[config.mk]
export PLATFORM = sky130hd
export DESIGN_NAME = neuro_serial_bridge
export DESIGN_NICKNAME = d
export VERILOG_FILES = /design/src/rtl/neuro_serial_bridge.sv
export SDC_FILE = /design/constraint.sdc
export NUM_CORES = 1
export LEC_CHECK = 0
export CAP_MARGIN = 15
export CORE_UTILIZATION = 61
export DETAILED_ROUTE_END_ITERATION = 16
export PLACE_DENSITY = 0.8
export SYNTH_ARGS = -nofsm -noshare
export SYNTH_HDL_FRONTEND = slang
export SYNTH_SLANG_ARGS = --single-unit
[constraint.sdc]
create_clock -name clk -period 2 [get_ports clk]
set_clock_uncertainty 0.1 [all_clocks]
set_input_delay 0.2 -clock clk [delete_from_list [all_inputs] [get_ports clk]]
set_output_delay 0.2 -clock clk [all_outputs]
set_load 0.1 [all_outputs]
[src/rtl/neuro_serial_bridge.sv]
// ============================================================================
// Module      : neuro_serial_bridge
// Description : Parallel/serial bridge for neuro_inference. It buffers and
//               bursts the weight image, serializes input samples, and
//               deserializes results.
// Revision    : 1.0 - initial release
// ============================================================================
`default_nettype none

module neuro_serial_bridge #(
    parameter int N_W     = 250,
    parameter int W_CHUNK = 10,
    parameter int N_IN    = 14,
    parameter int N_OUT   = 13
) (
    input  logic               clk,
    input  logic               rst,
    input  logic               w_valid,
    output logic               w_ready,
    input  logic [W_CHUNK-1:0] w_data,
    input  logic               s_valid,
    output logic               s_ready,
    input  logic [N_IN-1:0]    s_data,
    output logic               d_in_serial,
    input  logic               out_serial,
    output logic               r_valid,
    input  logic               r_ready,
    output logic [N_OUT-1:0]   r_data,
    output logic               weights_loaded
);

    localparam int N_CHUNKS = N_W / W_CHUNK;
    localparam int CHUNK_W  = (N_CHUNKS > 1) ? $clog2(N_CHUNKS) : 1;
    localparam int BIT_W    = $clog2(N_W + N_IN + N_OUT);

    localparam logic [CHUNK_W-1:0] c_last_chunk = CHUNK_W'(N_CHUNKS - 1);
    localparam logic [BIT_W-1:0]   c_last_wbit  = BIT_W'(N_W - 1);
    localparam logic [BIT_W-1:0]   c_last_ibit  = BIT_W'(N_IN - 1);
    localparam logic [BIT_W-1:0]   c_last_obit  = BIT_W'(N_OUT - 1);

    typedef enum logic [2:0] {
        ST_LOAD_W  = 3'd0,
        ST_SEND_W  = 3'd1,
        ST_WAIT_IN = 3'd2,
        ST_SEND_IN = 3'd3,
        ST_GAP     = 3'd4,
        ST_RECV    = 3'd5,
        ST_RESULT  = 3'd6
    } state_t;

    state_t             state_q, state_d;
    logic [CHUNK_W-1:0] chunk_cnt_q, chunk_cnt_d;
    logic [BIT_W-1:0]   bit_cnt_q, bit_cnt_d;
    logic [N_W-1:0]     wbuf_q, wbuf_d;
    logic [N_W-1:0]     wbuf_in;
    logic [N_IN-1:0]    sample_q, sample_d;
    logic [N_OUT-1:0]   r_data_q, r_data_d;
    logic               d_in_serial_q, d_in_serial_d;
    logic               w_ready_q, w_ready_d;
    logic               s_ready_q, s_ready_d;
    logic               r_valid_q, r_valid_d;
    logic               weights_loaded_q, weights_loaded_d;

    always_comb begin
        state_d          = state_q;
        chunk_cnt_d      = chunk_cnt_q;
        bit_cnt_d        = bit_cnt_q;
        wbuf_d           = wbuf_q;
        sample_d         = sample_q;
        r_data_d         = r_data_q;
        d_in_serial_d    = d_in_serial_q;
        w_ready_d        = w_ready_q;
        s_ready_d        = s_ready_q;
        r_valid_d        = r_valid_q;
        weights_loaded_d = weights_loaded_q;
        wbuf_in          = {wbuf_q[N_W-W_CHUNK-1:0], w_data};

        case (state_q)
            ST_LOAD_W: begin
                if (w_valid && w_ready_q) begin
                    wbuf_d = wbuf_in;
                    if (chunk_cnt_q == c_last_chunk) begin
                        // First weight bit goes out in the cycle right after the last accept.
                        chunk_cnt_d   = '0;
                        bit_cnt_d     = '0;
                        w_ready_d     = 1'b0;
                        d_in_serial_d = wbuf_in[N_W-1];
                        state_d       = ST_SEND_W;
                    end else begin
                        chunk_cnt_d = chunk_cnt_q + CHUNK_W'(1);
                    end
                end
            end
            ST_SEND_W: begin
                wbuf_d = wbuf_q << 1;
                if (bit_cnt_q == c_last_wbit) begin
                    bit_cnt_d        = '0;
                    d_in_serial_d    = 1'b0;
                    weights_loaded_d = 1'b1;
                    s_ready_d        = 1'b1;
                    state_d          = ST_WAIT_IN;
                end else begin
                    bit_cnt_d     = bit_cnt_q + BIT_W'(1);
                    d_in_serial_d = wbuf_q[N_W-2];
                end
            end
            ST_WAIT_IN: begin
                if (s_valid && s_ready_q) begin
                    sample_d      = s_data;
                    s_ready_d     = 1'b0;
                    d_in_serial_d = s_data[N_IN-1];
                    bit_cnt_d     = '0;
                    state_d       = ST_SEND_IN;
                end
            end
            ST_SEND_IN: begin
                sample_d = sample_q << 1;
                if (bit_cnt_q == c_last_ibit) begin
                    bit_cnt_d     = '0;
                    d_in_serial_d = 1'b0;
                    state_d       = ST_GAP;
                end else begin
                    bit_cnt_d     = bit_cnt_q + BIT_W'(1);
                    d_in_serial_d = sample_q[N_IN-2];
                end
            end
            ST_GAP: begin
                bit_cnt_d = '0;
                state_d   = ST_RECV;
            end
            ST_RECV: begin
                r_data_d = {r_data_q[N_OUT-2:0], out_serial};
                if (bit_cnt_q == c_last_obit) begin
                    bit_cnt_d = '0;
                    r_valid_d = 1'b1;
                    state_d   = ST_RESULT;
                end else begin
                    bit_cnt_d = bit_cnt_q + BIT_W'(1);
                end
            end
            ST_RESULT: begin
                if (r_valid_q && r_ready) begin
                    r_valid_d = 1'b0;
                    s_ready_d = 1'b1;
                    state_d   = ST_WAIT_IN;
                end
            end
            default: begin
                state_d = ST_LOAD_W;
            end
        endcase
    end

    always_ff @(posedge clk) begin
        if (rst) begin
            state_q          <= ST_LOAD_W;
            chunk_cnt_q      <= '0;
            bit_cnt_q        <= '0;
            wbuf_q           <= '0;
            sample_q         <= '0;
            r_data_q         <= '0;
            d_in_serial_q    <= 1'b0;
            w_ready_q        <= 1'b1;
            s_ready_q        <= 1'b0;
            r_valid_q        <= 1'b0;
            weights_loaded_q <= 1'b0;
        end else begin
            state_q          <= state_d;
            chunk_cnt_q      <= chunk_cnt_d;
            bit_cnt_q        <= bit_cnt_d;
            wbuf_q           <= wbuf_d;
            sample_q         <= sample_d;
            r_data_q         <= r_data_d;
            d_in_serial_q    <= d_in_serial_d;
            w_ready_q        <= w_ready_d;
            s_ready_q        <= s_ready_d;
            r_valid_q        <= r_valid_d;
            weights_loaded_q <= weights_loaded_d;
        end
    end

    assign w_ready        = w_ready_q;
    assign s_ready        = s_ready_q;
    assign d_in_serial    = d_in_serial_q;
    assign r_valid        = r_valid_q;
    assign r_data         = r_data_q;
    assign weights_loaded = weights_loaded_q;

endmodule

`default_nettype wire

# Word-level counts from Yosys, hierarchy flattened
# Cells that the tools add are included.
# op_classes
addsub	2
multipliers	0
div_mod_pow	0
order_cmp	0
eq_ne	17
shift	0
muxes	33
bitwise_logic	0
n_reduce_logical	20
# op_table
cell	n
$pmux W249 S2	1
$mux W249	1
$mux W9	6
$pmux W9 S6	1
$pmux W13 S2	1
$mux W3	7
$pmux W3 S7	1
$eq A9 B4 Y1 const B	2
$ne A2 B2 Y1 const B	7
$mux W13	1
$reduce_and A4 Y1	3
$mux W1	10
$add A9 B1 Y9 const B	1
$eq A3 B3 Y1 const B	3
$eq A9 B8 Y1 const B	1
$reduce_and A2 Y1	4
$reduce_and A7 Y1	1
$eq A3 B2 Y1 const B	2
$reduce_and A3 Y1	2
$reduce_bool A2 Y1	3
$reduce_bool A6 Y1	1
$add A5 B1 Y5 const B	1
$eq A5 B5 Y1 const B	1
$mux W5	1
8 further kinds	10
# word_totals
ff_bits	297
latch_bits	0
mem_bits_rw	0
rom_bits	0
inputBits	30
out_inout_bits	18
wordCells	83
memories	0

# Longest topological paths before layout
# Gate-level depths: netlist of the first run.
# depth
word_depth	4
depth_mapped	8
depth_no_buf	7

# Worst setup path after synthesis of the first run
# OpenSTA, ideal clock, no wires.
# synth_path
path_type	reg2reg
startpoint	register w_ready_q (netlist: w_ready)
endpoint	register bit_cnt_q[6]
setup_time_ns	0.126
arrival_time_ns	2.138
required_ns	1.774
setup_slack_ns	-0.363
path_stages_with_launch	6
path_buffers	0
synth_period_minus_slack_ns	2.363
path_cell_list	dfxtp_1 -> nand2_1 -> o21a_1 -> or2_2 -> o31ai_1 -> a21oi_1
# synth_via
elab_chain_len	3
# synth_rtl
item	line	source
start: declaration	59	logic w_ready_q, w_ready_d;
start signal: assignment	175	w_ready_q <= w_ready_d;
$logic_and A1 B1 Y1	80	if (w_valid && w_ready_q) begin
$ne A2 B2 Y1 (no line)	-	
$reduce_and A4 Y1 (no line)	-	
end signal: assignment	170	bit_cnt_q <= bit_cnt_d;
end: declaration	53	logic [BIT_W-1:0] bit_cnt_q, bit_cnt_d;
# Every way passes these cells.
# A chain may end at the register's enable or synchronous reset.

# Worst setup path after layout of the first run
# layout_path
startpoint	register chunk_cnt_q[0]
endpoint	register bit_cnt_q[6]
# layout_via
elab_chain_len	3
# layout_rtl
item	line	source
start: declaration	52	logic [CHUNK_W-1:0] chunk_cnt_q, chunk_cnt_d;
start signal: assignment	169	chunk_cnt_q <= chunk_cnt_d;
$eq A5 B5 Y1	82	if (chunk_cnt_q == c_last_chunk) begin
$ne A2 B2 Y1 (no line)	-	
$reduce_and A4 Y1 (no line)	-	
# Every way passes these cells.

==> results of run 1 <==
area by class of cell:
| cell class | count | share of cell area (%) |
|---|---|---|
| repair buffers | 120 | 8.99 |
| clock inverters | 1 | 0.205 |
| clock buffers | 46 | 5.86 |
| well taps | 270 | 2.30 |
| flip-flops and latches | 297 | 40.6 |
| multi-input cells | 1128 | 41.8 |
| inverters | 10 | 0.256 |
routing by layer:
metal | vias up | GRT usage, %
met1 | 5245 | 35.3
met3 | 41 | 2.95
met4 | 0 | 5.77
met2 | 238 | 42.8
li1 | 5570 | -
met5 | - | 0
sequential cells by signal, summed over array words and instances, names as in the netlist:
| register | cells |
|---|---|
| wbuf_q | 249 |
| state_q | 3 |
| weights_loaded | 1 |
| s_ready | 1 |
| sample_q | 13 |
| w_ready | 1 |
| chunk_cnt_q | 5 |
| bit_cnt_q | 9 |
| r_data | 13 |
| d_in_serial | 1 |
| r_valid | 1 |
path summary, 6_finish.rpt:
kind | start | end | slack, ns | cells after the start
worst max-delay path | chunk_cnt_q[0] | bit_cnt_q[6] | 0.1 | 7
worst max register to register | chunk_cnt_q[0] | bit_cnt_q[6] | 0.1 | 7
worst min register to register | wbuf_q[241] | wbuf_q[241] | 0.36 | 2
worst min-delay path | out_serial | r_data[0] | 0.13 | 3
per-stage QoR:
| step | hold slack [ns] | setup TNS, ns | cells | setup slack, ns | utilization [%] |
|---|---|---|---|---|---|
| 2_1_floorplan | 0.236 | 0 | 1579 | 0.00273 | - |
| 3_3_place_gp | 0.337 | -0.911 | 1824 | -0.0724 | 67.3 |
| 3_5_place_dp | 0.351 | -6.07 | 1824 | -0.0995 | 67.3 |
| 4_1_cts | 0.114 | 0 | 1872 | 0.0756 | 71.7 |
| 5_1_grt | 0.131 | -0.00142 | 1872 | -0.00142 | 71.8 |
| 6_report | 0.129 | 0 | 1872 | 0.0955 | 71.8 |
synthesized netlist by cell type (6+ instances only):
cell,instances
a21oi_1,86
inv_1,9
a211oi_1,13
buf_6,14
nor3_1,7
mux2i_1,14
nor2_1,214
dfxtp_1,297
buf_1,8
buf_2,58
nand2_1,471
nand3_1,6
clkbuf_1,60
a22oi_1,63
a311oi_1,170
a311oi_2,16
tightest hold or removal path: stages:
cell and delay, ns:
clkdlybuf4s50_1 0.40, nand2_1 0.06, a21oi_1 0.05
report_power, final:
| group | total [mW] | internal (mW) | switching [mW] |
|---|---|---|---|
| Sequential | 7.00 | 6.51 | 0.494 |
| Combinational | 2.72 | 1.10 | 1.62 |
| Clock | 5.19 | 3.03 | 2.16 |
cell families after synthesis:
logic type	share of synthesized area, %
buffers and inverters	6.02
adder cells (fa/ha/maj)	0.488
multiplexers	1.09
flip-flops	46.4
XOR/XNOR	0.615
AND/OR/NAND/NOR	23.0
AO/OA/AOI/OAI	22.4
what timing repair did:
item | CTS | global route
resized for setup | 0 | 3
hold endpoints to repair | 1 | 0
hold buffers | 1 | 0
setup endpoints to repair | 0 | 6
==> impl_metrics.env, run 1 <==
export IMPL_worst_pin_slew_ns=0.751
export IMPL_clock_sinks=297
export IMPL_max_freq_mhz=525
export IMPL_htree_levels=1
export IMPL_drc=0
export IMPL_cts_setup_buffers=0
export IMPL_wl_met2_um=13500
export IMPL_fin_nets=1621
export IMPL_yosysUniqueCellTypes=55
export IMPL_p_leak_nw=5.21
export IMPL_overflow=0
export IMPL_drive_gt1_share_pct=10.2
export IMPL_grt_first_pass_wirelength_um=47600
export IMPL_drv_cap=0
export IMPL_yosysWarnings=0
export IMPL_num_vias=11100
export IMPL_layout_common_cells="nand2_1, dfxtp_1, nor2_1"
export IMPL_final_setup_viol_count=0
export IMPL_clockBufferDepth=3
export IMPL_post_route_period_util_pct=95.2
export IMPL_synth_edf_count=0
export IMPL_cts_tree="done"
export IMPL_critical_path_class="reg -> reg"
export IMPL_ys_ff_latch=297
export IMPL_hold_violations=0
export IMPL_antenna_found_initial=0
export IMPL_viasPerCell=5.93
export IMPL_routedWlPerCell_um=15.1
export IMPL_fillers=1570
export IMPL_cpLargestDelayFamily="compound AO/OA/AOI/OAI gates"
export IMPL_clock_latency_ns=0.53
export IMPL_m1WireLength_um=13100
export IMPL_die_x_um=147
export IMPL_ios=48
export IMPL_path_buf_inv=1
export IMPL_crit_slowest_cell="or2_2"
export IMPL_cp_max_fo=5
export IMPL_post_dp_hpwl_um=17600
export IMPL_drtAntennaViolNets=0
export IMPL_synthFlopType="dfxtp_1"
export IMPL_multi_input_area_um2=6130
export IMPL_num_rows=52
export IMPL_final_area_um2=14700
export IMPL_final_common_cell="nand2_1"
export IMPL_dieArea_um2=21600
export IMPL_chipHeight_um=147
export IMPL_syn_area_per_cell_um2=8.11
export IMPL_syn_num_nets=1614
export IMPL_grt_max_degree=177
export IMPL_dpl_cell_area_um2=13700
export IMPL_slowest_delay_ns=0.38
export IMPL_drv_slew=0
export IMPL_status="completed"
export IMPL_drt_iter0_drc=798
export IMPL_slew_headroom_pct=49.9
export IMPL_dr_pass1_iters=5
export IMPL_synth_area_leaders="dfxtp_1, nand2_1, a311oi_1"
export IMPL_worst_ep_required_time_ns=2.31
export IMPL_min_period_ns=1.90
export IMPL_synth_seq_area_share_pct=46.4
export IMPL_seqCellArea_um2=5950
export IMPL_netlist_instances=1579
export IMPL_antenna_cells=0
export IMPL_synth_top_area_share_pct=46.4
export IMPL_path_clk_slew_ns=0.06
export IMPL_start_kind="register"
export IMPL_root_buffer="clkbuf_16"
export IMPL_grt_usage_pct=25.5
export IMPL_highest_layer="met4"
export IMPL_areaGrowthSynthToFinish_pct=14.5
export IMPL_synthesis_area_um2=12800
export IMPL_end_kind="register"
export IMPL_ir_worst_vdd_uv=751
export IMPL_total_power_mw=14.9
export IMPL_hp_class="in -> reg"
export IMPL_cts_buffers=29
export IMPL_initial_core_util_pct=62.7
export IMPL_crit_chain="inv_1 -> ha_1 -> nand4b_1 -> o21a_1 -> or2_2 -> o31ai_2 -> a21oi_1"
export IMPL_powerDensity_nw_per_um2=1020
export IMPL_io_buffers=47
export IMPL_synth_largest_area_cell="dfxtp_1"
export IMPL_routabilityCongestion=0.843
export IMPL_synthArstFlopShare_pct=0
export IMPL_grt_pass1_vias=10200
export IMPL_cp_arrival_ns=2.22
export IMPL_wirelength_um=28200
export IMPL_dr_wl_met3_um=1070
export IMPL_core_area_um2=20400
(Power assumes the default switching activity.)
==> inputs of run 2 (changes only) <==
CORE_MARGIN = 2   (was not set)
CORE_UTILIZATION = 65   (was 61)
PLACE_DENSITY = 0.84   (was 0.8)
clock period = 2.5 ns   (was 2 ns; I/O delays follow)
==> impl_metrics.env, run 2 (same netlist as run 1, synthesis figures left out) <==
export IMPL_grt_max_degree=78
export IMPL_cp_max_fo=37
export IMPL_dieArea_um2=20900
export IMPL_root_buffer="clkbuf_16"
export IMPL_areaGrowthSynthToFinish_pct=10.5
export IMPL_final_setup_viol_count=0
export IMPL_io_buffers=47
export IMPL_drc=0
export IMPL_final_area_um2=14200
export IMPL_fin_nets=1582
export IMPL_cts_buffers=30
export IMPL_die_x_um=144
export IMPL_clock_latency_ns=0.54
export IMPL_top_register="wbuf_q"
export IMPL_grt_pass1_vias=10200
export IMPL_hp_start="rst"
export IMPL_chipHeight_um=144
export IMPL_htree_levels=1
export IMPL_powerDensity_nw_per_um2=824
export IMPL_final_common_cell="nand2_1"
export IMPL_post_route_period_util_pct=91.4
export IMPL_reg2reg_depth=6
export IMPL_end_kind="register"
export IMPL_p_leak_nw=4.96
export IMPL_dr_pass1_iters=6
export IMPL_wl_met2_um=13400
export IMPL_dpl_cell_area_um2=13200
export IMPL_rsz0062_at_grt="no"
export IMPL_start_kind="register"
export IMPL_hold_violations=0
export IMPL_max_freq_mhz=437
export IMPL_path_clk_slew_ns=0.06
export IMPL_routabilityCongestion=0.837
export IMPL_largest_reg_flops=249
export IMPL_drtAntennaViolNets=0
export IMPL_wirelength_um=28000
export IMPL_slew_headroom_pct=46.5
export IMPL_num_rows=51
export IMPL_core_area_um2=19400
export IMPL_m1WireLength_um=12800
export IMPL_viasPerCell=6.06
export IMPL_grt_usage_pct=26.6
export IMPL_cts_setup_buffers=0
export IMPL_cts_resized=0
export IMPL_timing_rr_start="state_q[1]"
export IMPL_hp_class="in -> reg"
export IMPL_highest_layer="met4"
export IMPL_ios=48
export IMPL_routedWlPerCell_um=15.3
export IMPL_cp_arrival_ns=2.65
export IMPL_layout_common_cells="nand2_1, dfxtp_1, nor2_1"
export IMPL_holdPathStages=2
export IMPL_status="completed"
export IMPL_worst_pin_slew_ns=0.800
export IMPL_drive_gt1_share_pct=8.11
export IMPL_overflow=0
export IMPL_drv_slew=0
export IMPL_min_period_ns=2.29
export IMPL_drv_cap=0
export IMPL_drt_iter0_drc=855
export IMPL_clock_sinks=297
export IMPL_initial_core_util_pct=66.1
export IMPL_cts_tree="done"
export IMPL_post_dp_hpwl_um=16800
export IMPL_setup_tns_ns=0
export IMPL_clockBufferDepth=3
export IMPL_postCtsHoldBufs=0
export IMPL_antenna_cells=0
export IMPL_dr_wl_met3_um=1080
export IMPL_grt_first_pass_wirelength_um=47500
export IMPL_worst_ep_required_time_ns=2.87
export IMPL_ir_worst_vdd_uv=631
export IMPL_crit_path_start="state_q[1]"
export IMPL_critical_path_class="reg -> reg"
export IMPL_num_vias=11100
export IMPL_antenna_found_initial=0
==> run 2: cell type report <==
| cell class | count | area, um2 |
|---|---|---|
| clock buffer | 44 | 875 |
| clock inverter | 7 | 37.5 |
| fill | 1499 | 5240 |
| inverter | 10 | 37.5 |
| multi-input combinational | 1128 | 6120 |
| sequential | 297 | 5950 |
| tap | 265 | 332 |
| timing repair buffer | 80 | 816 |
==> run 2: layer usage <==
layer | up-vias | track usage [%]
met5 | - | 0
met4 | 0 | 7.31
met3 | 51 | 3.21
met2 | 236 | 43.9
met1 | 5326 | 37.2
li1 | 5491 | -
==> run 2: worst paths after layout <==
kind                                  endpoint  slack (ns)
worst min-delay path               wbuf_q[193]        0.05
worst min register to register  weights_loaded        0.35
worst max-delay path               wbuf_q[210]        0.21
worst max register to register     wbuf_q[210]        0.21
==> run 2: power by group <==
part	switching, mW	internal [mW]	leakage [nW]
Sequential	0.406	5.21	2.41
Clock	1.78	2.40	0.451
Combinational	1.23	0.641	2.10
==> run 2: stage by stage <==
step                utilization [%]  power (mW)  instances  hold slack [ns]  setup slack, ns
floorplan                         -        7.11       1579            0.286            0.137
global placement               68.3        7.50       1780            0.337            0.108
detailed placement             68.3        7.56       1780            0.348           0.0538
CTS                            73.0        11.7       1831           0.0260            0.230
global route                   73.0        12.2       1831           0.0687           0.0375
finish                         73.0        11.7       1831           0.0537            0.214
==> run 2: worst max-delay path: stages, from the launching register on <==
cell and delay, ns:
dfxtp_1 0.60, nor3_4 0.11, and2b_4 0.21, nor2_4 0.61, buf_4 0.32, nand2_1 0.07
a21oi_1 0.18
